<file path="config.mk">
export PLATFORM = sky130hd
export DESIGN_NAME = pixel_seq_ctrl
export DESIGN_NICKNAME = d
export VERILOG_FILES = /design/src/rtl/pixel_seq_ctrl.sv
export SDC_FILE = /design/constraint.sdc
export NUM_CORES = 1
export LEC_CHECK = 0
export CAP_MARGIN = 25
export CORE_MARGIN = 2
export CORE_UTILIZATION = 45
export CTS_BUF_LIST = sky130_fd_sc_hd__clkbuf_16
export CTS_CLUSTER_SIZE = 16
export DETAILED_ROUTE_END_ITERATION = 7
export PLACE_DENSITY_LB_ADDON = 0.3
export SKIP_CTS_REPAIR_TIMING = 1
export SLEW_MARGIN = 20
export SYNTH_ARGS = -nofsm -noshare
export SYNTH_HDL_FRONTEND = slang
export SYNTH_SLANG_ARGS = --single-unit
export TNS_END_PERCENT = 20
</file>
<file path="constraint.sdc">
create_clock -name wb_clk_i -period 4.3 [get_ports wb_clk_i]
set_input_delay 1.075 -clock wb_clk_i [delete_from_list [all_inputs] [get_ports wb_clk_i]]
set_output_delay 1.075 -clock wb_clk_i [all_outputs]
set_load 0.05 [all_outputs]
</file>
<file path="src/rtl/pixel_seq_ctrl.sv">
// Readout sequencer for an N-channel photodiode array sharing one
// integrator / sample-hold / single-slope comparator chain. Each enabled
// channel runs reset, integrate, sample-hold and conversion; results leave
// on a valid/ready stream.
module pixel_seq_ctrl #(
    parameter int unsigned N_PD = 12,
    parameter int unsigned CW   = 10,
    parameter int unsigned TW   = 8,
    parameter int unsigned CHW  = $clog2(N_PD)
) (
    input  logic            wb_clk_i,
    input  logic            wb_rst_i,
    input  logic            start_i,
    input  logic            stop_i,
    input  logic            cont_i,
    input  logic [N_PD-1:0] ch_mask_i,
    input  logic [TW-1:0]   t_rst_i,
    input  logic [TW-1:0]   t_int_i,
    input  logic [TW-1:0]   t_sh_i,
    input  logic            cmp_i,
    output logic [N_PD-1:0] pd_a_o,
    output logic [N_PD-1:0] pd_b_o,
    output logic            sh_rst_o,
    output logic            sh_o,
    output logic            sh_cmp_o,
    output logic            counter_rst_o,
    output logic [CW-1:0]   res_data_o,
    output logic [CHW-1:0]  res_ch_o,
    output logic            res_sat_o,
    output logic            res_valid_o,
    input  logic            res_ready_i,
    output logic            busy_o,
    output logic            done_o
);

    typedef enum logic [2:0] {StIdle, StRst, StInt, StSh, StConv, StOut, StNext} state_e;

    localparam logic [CW-1:0]   CntMax  = {CW{1'b1}};
    localparam logic [N_PD-1:0] OneHot0 = N_PD'(1);

    state_e          state_q, state_d;
    logic [N_PD-1:0] mask_q, mask_d;
    logic [TW-1:0]   t_rst_q, t_rst_d, t_int_q, t_int_d, t_sh_q, t_sh_d;
    logic [TW-1:0]   tcnt_q, tcnt_d;
    logic [CHW-1:0]  ch_q, ch_d;
    logic [CW-1:0]   cnt_q, cnt_d, res_data_q, res_data_d;
    logic            res_sat_q, res_sat_d;
    logic            conv_first_q, conv_first_d;
    logic            stop_q, stop_d, done_q, done_d;
    logic            cmp_meta_q, cmp_s_q;
    logic            frame_end, capture, stop_pend;
    logic [CHW-1:0]  first_ch, next_ch;
    logic            next_found;

    // A programmed length of 0 behaves as 1: last count index is t-1, floored at 0
    function automatic logic [TW-1:0] last_idx(input logic [TW-1:0] t);
        return (t == '0) ? '0 : t - TW'(1);
    endfunction

    // Lowest set bit of the incoming mask; next set bit above ch_q in the latched mask
    always_comb begin
        first_ch   = '0;
        next_ch    = '0;
        next_found = 1'b0;
        for (int i = N_PD - 1; i >= 0; i--) begin
            if (ch_mask_i[i]) first_ch = CHW'(i);
            if (mask_q[i] && (i > int'(ch_q))) begin
                next_ch    = CHW'(i);
                next_found = 1'b1;
            end
        end
    end

    // Sequencer next state, frame capture and conversion counting
    always_comb begin
        state_d      = state_q;
        mask_d       = mask_q;
        t_rst_d      = t_rst_q;
        t_int_d      = t_int_q;
        t_sh_d       = t_sh_q;
        tcnt_d       = tcnt_q;
        ch_d         = ch_q;
        cnt_d        = cnt_q;
        conv_first_d = conv_first_q;
        res_data_d   = res_data_q;
        res_sat_d    = res_sat_q;
        done_d       = 1'b0;
        frame_end    = 1'b0;
        capture      = 1'b0;
        stop_pend    = stop_q | stop_i;
        stop_d       = stop_q | (stop_i & (state_q != StIdle));

        unique case (state_q)
            StIdle: begin
                if (start_i) begin
                    if (ch_mask_i == '0) done_d = 1'b1;
                    else                 capture = 1'b1;
                end
            end
            StRst: begin
                if (tcnt_q >= last_idx(t_rst_q)) begin
                    tcnt_d  = '0;
                    state_d = StInt;
                end else begin
                    tcnt_d = tcnt_q + TW'(1);
                end
            end
            StInt: begin
                if (tcnt_q >= last_idx(t_int_q)) begin
                    tcnt_d  = '0;
                    state_d = StSh;
                end else begin
                    tcnt_d = tcnt_q + TW'(1);
                end
            end
            StSh: begin
                if (tcnt_q >= last_idx(t_sh_q)) begin
                    tcnt_d       = '0;
                    cnt_d        = '0;
                    conv_first_d = 1'b1;
                    state_d      = StConv;
                end else begin
                    tcnt_d = tcnt_q + TW'(1);
                end
            end
            StConv: begin
                // Entry cycle only clears the counter; the ramp starts the cycle after
                if (conv_first_q) begin
                    conv_first_d = 1'b0;
                    cnt_d        = CW'(1);
                end else if (cmp_s_q) begin
                    res_data_d = cnt_q;
                    res_sat_d  = 1'b0;
                    state_d    = StOut;
                end else if (cnt_q == CntMax) begin
                    res_data_d = CntMax;
                    res_sat_d  = 1'b1;
                    state_d    = StOut;
                end else begin
                    cnt_d = cnt_q + CW'(1);
                end
            end
            StOut: begin
                if (res_ready_i) state_d = StNext;
            end
            StNext: begin
                if (next_found && !stop_pend) begin
                    ch_d    = next_ch;
                    tcnt_d  = '0;
                    state_d = StRst;
                end else if (cont_i && !stop_pend && (ch_mask_i != '0)) begin
                    capture = 1'b1;
                end else begin
                    frame_end = 1'b1;
                    state_d   = StIdle;
                end
            end
            default: state_d = StIdle;
        endcase

        // Shared by frame start and continuous-mode restart
        if (capture) begin
            mask_d  = ch_mask_i;
            t_rst_d = t_rst_i;
            t_int_d = t_int_i;
            t_sh_d  = t_sh_i;
            ch_d    = first_ch;
            tcnt_d  = '0;
            state_d = StRst;
        end

        if (state_d == StIdle) stop_d = 1'b0;
    end

    // Analog phase controls decoded from the current state
    always_comb begin
        pd_a_o        = '0;
        pd_b_o        = '0;
        sh_rst_o      = 1'b0;
        sh_o          = 1'b0;
        sh_cmp_o      = 1'b0;
        counter_rst_o = 1'b0;
        unique case (state_q)
            StRst: begin
                pd_a_o   = OneHot0 << ch_q;
                sh_rst_o = 1'b1;
            end
            StInt: pd_a_o = OneHot0 << ch_q;
            StSh: begin
                pd_b_o = OneHot0 << ch_q;
                sh_o   = 1'b1;
            end
            StConv: begin
                counter_rst_o = conv_first_q;
                sh_cmp_o      = ~conv_first_q;
            end
            default: ;
        endcase
    end

    assign res_valid_o = (state_q == StOut);
    assign res_data_o  = res_data_q;
    assign res_ch_o    = ch_q;
    assign res_sat_o   = res_sat_q;
    assign busy_o      = (state_q != StIdle);
    assign done_o      = done_q | frame_end;

    // Two-flop synchroniser for the asynchronous comparator output
    always_ff @(posedge wb_clk_i or posedge wb_rst_i) begin
        if (wb_rst_i) begin
            cmp_meta_q <= 1'b0;
            cmp_s_q    <= 1'b0;
        end else begin
            cmp_meta_q <= cmp_i;
            cmp_s_q    <= cmp_meta_q;
        end
    end

    // Sequencer state registers
    always_ff @(posedge wb_clk_i or posedge wb_rst_i) begin
        if (wb_rst_i) begin
            state_q      <= StIdle;
            mask_q       <= '0;
            t_rst_q      <= '0;
            t_int_q      <= '0;
            t_sh_q       <= '0;
            tcnt_q       <= '0;
            ch_q         <= '0;
            cnt_q        <= '0;
            conv_first_q <= 1'b0;
            res_data_q   <= '0;
            res_sat_q    <= 1'b0;
            stop_q       <= 1'b0;
            done_q       <= 1'b0;
        end else begin
            state_q      <= state_d;
            mask_q       <= mask_d;
            t_rst_q      <= t_rst_d;
            t_int_q      <= t_int_d;
            t_sh_q       <= t_sh_d;
            tcnt_q       <= tcnt_d;
            ch_q         <= ch_d;
            cnt_q        <= cnt_d;
            conv_first_q <= conv_first_d;
            res_data_q   <= res_data_d;
            res_sat_q    <= res_sat_d;
            stop_q       <= stop_d;
            done_q       <= done_d;
        end
    end

endmodule

</file>
== Word-level counts from Yosys, hierarchy flattened ==
Index checks and enable logic that the tools add are counted.
Widths: inputs -> output; s select.

* Register bits after elaboration: 77
* Output and inout port bits: 46
* Input bits: 43
* Word-level logic and storage cells: 171

* Bitwise gates (word level): 5
* Eq/ne operators: 11
* Add/sub/neg operators: 5
* Shift operators: 1
* Magnitude comparators: 14
* Muxes and demuxes: 86
* Reductions and logical operators: 34

{| class="wikitable"
|+ Operator list
! cell !! count
|-
| $mux 4 || 26
|-
| $mux 8 || 8
|-
| $mux 10 || 6
|-
| $pmux 8 s4 || 1
|-
| $mux 3 || 10
|-
| $mux 1 || 29
|-
| $ge 8x8->1 || 3
|-
| $logic_not 8->1 || 3
|-
| $mux 12 || 2
|-
| $sub 8x1->8 const B || 3
|-
| $pmux 3 s7 || 1
|-
| $pmux 10 s2 || 1
|-
| $gt 3x4->1 const A || 4
|-
| $gt 4x4->1 const A || 4
|-
| $logic_and 1x1->1 || 14
|-
| $logic_not 12->1 || 1
|-
| $reduce_bool 12->1 || 1
|-
| $shl 1x4->12 const A || 1
|-
| $add 10x1->10 const B || 1
|-
| $eq 10x10->1 const B || 1
|-
| $eq 3x3->1 const B || 3
|-
| $ne 3x3->1 const B || 3
|-
| $add 8x1->8 const B || 1
|-
| $gt 2x4->1 const A || 2
|-
| other kinds (17) || 27
|}

== Depth between registers and ports, before layout ==
* Depth after elaboration: 19
* Depth in mapped cells: 14
* Mapped depth without buffers: 14

== Worst setup path before layout ==
No wires, ideal clock.

* Path type: register -> output
* Start: register ch_q[1], in the netlist res_ch_o[1]
* End: output pd_a_o[1]
* Stages on the path, launching flop included: 5
* Path slack: 829 ps
* Arrival time: 2396 ps
* Cell sequence: dfrtp_1 -> buf_6 -> nand2b_1 -> or3_1 -> nor3_1

* Word-level cells in the longest chain between the ends: 2

{| class="wikitable"
|+ RTL lines
! element !! RTL line !! source
|-
| start: declaration || 45 || <nowiki>logic [CHW-1:0] ch_q, ch_d;</nowiki>
|-
| start signal: assignment || 242 || <nowiki>ch_q <= ch_d;</nowiki>
|-
| $shl 1x4->12 || 185, 188 ||
|-
| $mux 12 || n/a ||
|-
| end: declaration || 21 || <nowiki>output logic [N_PD-1:0] pd_a_o,</nowiki>
|}

Every way passes these cells.

== Final worst setup path ==
* Start: input ch_mask_i[4]
* End: output done_o

* Word-level cells in the longest chain between the ends: 6

{| class="wikitable"
|+ RTL lines
! element !! RTL line !! source
|-
| start: declaration || 16 || <nowiki>input logic [N_PD-1:0] ch_mask_i,</nowiki>
|-
| $reduce_bool 12->1 || 151 || <nowiki>end else if (cont_i && !stop_pend && (ch_mask_i != '0)) begin</nowiki>
|-
| $logic_and 1x1->1 || 151 ||
|-
| $mux 1 || 151 ||
|-
| $mux 1 || 147 || <nowiki>if (next_found && !stop_pend) begin</nowiki>
|-
| $mux 1 || 93 || <nowiki>unique case (state_q)</nowiki>
|-
| $or 1x1->1 || 206 || <nowiki>assign done_o = done_q | frame_end;</nowiki>
|-
| end: declaration || 33 || <nowiki>output logic done_o</nowiki>
|}

Every way passes these cells.

==> run summary <==
R2R Setup Slk = 0.77 ns
Area after DPL = 5960 um2
Post-synth top flop = dfrtp_1
Reg clk slew, reported paths = 0.06 ns
CP endpoint kind = output pin
crit path time final = 3.98 ns
Layout Utilization = 57.9%
first-pass GRT wire length = 19.2 mm
outcome = finished, final reports clean
worst path required time = 3.22 ns
Cell Area, Synth = 4950 um2
Post-Syn Instances = 536
Initial Util = 45.8%
CP max stage delay = 0.53 ns
Crit Path Max Fanout = 4
Data arrival, critical path = 2.90 ns
R2R depth = 14
Synth area leaders = dfrtp_1, mux2_2, ha_1
fin crit share = 92.5%
Final Setup Violations = 0
Fillers = 947
top-area cell type share of the netlist area = 38.4%
number of CTS-inserted buffers = 9
Post-Layout Inst Area = 6250 um2
r2r endpoint = tcnt_q[4]
largest net degree at the start of global routing = 48
FP Rows = 38
ys async rst share = 100%
Pre-antenna DRT Iters = 4
worst path buffer plus inverter count = 2
critical path depth = 7
Via density = 5.59
Worst setup endpoint = done_o
Die Ht = 109 um
GRT Residual Overflow = 0
slowest CP cell = nor4_1
RD Place Congestion = 0.915
Slew HR = 56.8%
synth unique cells = 72
fmax = 252 MHz
sequential cell area fraction in the yosys report = 38.4%
Worst-Margin Slew = 0.647 ns
area delta synth->final = 26.4%
Fin Setup TNS = 0 ns
worst ir drop on vdd = 0.297 mV
Yosys reg bits = 76
final WL = 11.3 mm
skew final = 0.00865 ns
Final Hold Viols = 0
Synth Warn # = 0
Iteration-0 DRC Markers = 216
clk sinks = 76
syn nets = 608
# port buffers = 88
drt drc = 0
Hold Slack = 0.350 ns
Clock Latency Late Sink = 0.34 ns
dpl hpwl = 8.62 mm
worst reg2reg path startpoint = t_rst_q[0]
DR WL/cell = 14.7 um
kind of critical path = primary input to output pin
num ports = 89
RSZ-0062 raised after global routing = false
die footprint = 11800 um2
Die X = 109 um
Slew Viols, Final = 0
dominant cell type by area after synthesis = dfrtp_1
CTS Buffer Depth = 2
vias = 4299
Detail Route Antenna Nets = 0
CTS tree = yes
critical path launch point = ch_mask_i[4]
CTS H-tree depth = 3
worst hold path class = flip-flop to flip-flop
P_leak = 2.73 nW
number of flops mapped to enable cells by yosys = 0
# Max-Cap Violations = 0
layout cells sized above 1 = 11.1%
core outline area = 10800 um2
crit start category = primary input
vias in the first global route = 4159
initial antenna violation count = 0
PD cells = 736 nW/um2
crit-path cells = clkdlybuf4s50_1 -> nor4_1 -> nand3_1 -> a21oi_1 -> o31ai_1 -> nand2b_1 -> buf_12
Syn Area/Cell = 9.23 um2
Antenna Cells = 0
Top Family by Delay on Critical Path = simple AND/OR/NAND/NOR gates
GRT Total Usage = 20.4%
Root Buffer = clkbuf_16
Nets = 696
synth_stat cells (5+ instances only):
cell type / n
nand2b_1: 16
xor2_1: 11
nor2_1: 64
ha_1: 29
nor4_1: 7
nand2_1: 54
mux2_2: 33
nor2b_1: 11
nor3_1: 15
a21oi_1: 27
o21bai_1: 5
nand3b_1: 5
and3_1: 6
or3_1: 5
a21o_1: 8
o21ai_0: 18
inv_1: 17
o22a_1: 11
xnor2_1: 7
and2_1: 6
buf_4: 5
dfrtp_1: 76
nand3_1: 15
sequential cells by signal, summed over array words and instances (netlist names), 3 cells and up:
name / cells
res_data_o: 10
state_q: 3
t_int_q: 8
res_ch_o: 4
tcnt_q: 8
t_rst_q: 8
mask_q: 11
t_sh_q: 8
cnt_q: 10
metal layers:
layer | part of all wire, % | vias to the layer above | GRT usage [%]
met5 | 0 | - | 0
li1 | - | 2119 | -
met4 | 2.0 | 0 | 8.24
met2 | 49 | 126 | 34.9
met1 | 43 | 2035 | 25.3
met3 | 6.4 | 19 | 4.06
logic make-up after synthesis:
family,count (synthesis),share of synthesized area [%]
xor gates and xnor gates,18,3.19
buffers and inverters,34,3.54
DFF,76,38.4
adders and majority gates,29,7.33
muxes,35,7.92
AOI/OAI and AO/OA,115,16.3
and+or+nand+nor,229,23.3
final cells by class:
| type | instances | area [um2] | area share [%] |
|---|---|---|---|
| Clock buffer | 9 | 225 | 3.60 |
| Multi-Input combinational cell | 426 | 2870 | 45.9 |
| Timing Repair Buffer | 94 | 948 | 15.2 |
| Sequential cell | 76 | 1900 | 30.4 |
| Inverter | 17 | 63.8 | 1.02 |
| Clock inverter | 7 | 68.8 | 1.10 |
| Tap cell | 140 | 175 | 2.80 |
worst min-delay path by stage:
stage                    start  endpoint  slack (ns)  cells after the start
CTS                 cmp_meta_q   cmp_s_q        0.36                      0
detailed placement  cmp_meta_q   cmp_s_q        0.34                      0
global placement    cmp_meta_q   cmp_s_q        0.33                      0
global route        cmp_meta_q   cmp_s_q        0.36                      0
floorplan           cmp_meta_q   cmp_s_q        0.33                      0
finish              cmp_meta_q   cmp_s_q        0.35                      0
where the power goes:
| part | internal [mW] | total (mW) | switching, mW |
|---|---|---|---|
| Sequential | 1.01 | 1.38 | 0.368 |
| Clock | 0.446 | 0.742 | 0.296 |
| Combinational | 1.08 | 2.48 | 1.40 |
per-stage QoR:
| step | setup slack, ns | power [mW] | instances |
|---|---|---|---|
| 5_1_grt | 0.106 | 4.98 | 769 |
| 3_5_place_dp | 0.343 | 3.86 | 753 |
| 6_report | 0.324 | 4.60 | 769 |
| 3_3_place_gp | 0.375 | 3.77 | 753 |
| 4_1_cts | 0.339 | 4.62 | 769 |
| 2_1_floorplan | 0.829 | 3.21 | 536 |
cell usage in the layout (no fill, tap or decap), types with 15 or more instances in the layout:
cell type	netlist	final
mux2_2	33	33
dfrtp_1	76	76
inv_1	17	17
o21ai_0	18	18
nor2_1	64	64
a21oi_1	27	27
ha_1	29	29
nor3_1	15	15
clkdlybuf4s50_1	0	87
nand3_1	15	15
nand2_1	54	54
nand2b_1	16	16
Power figures use the tool's default switching activity.
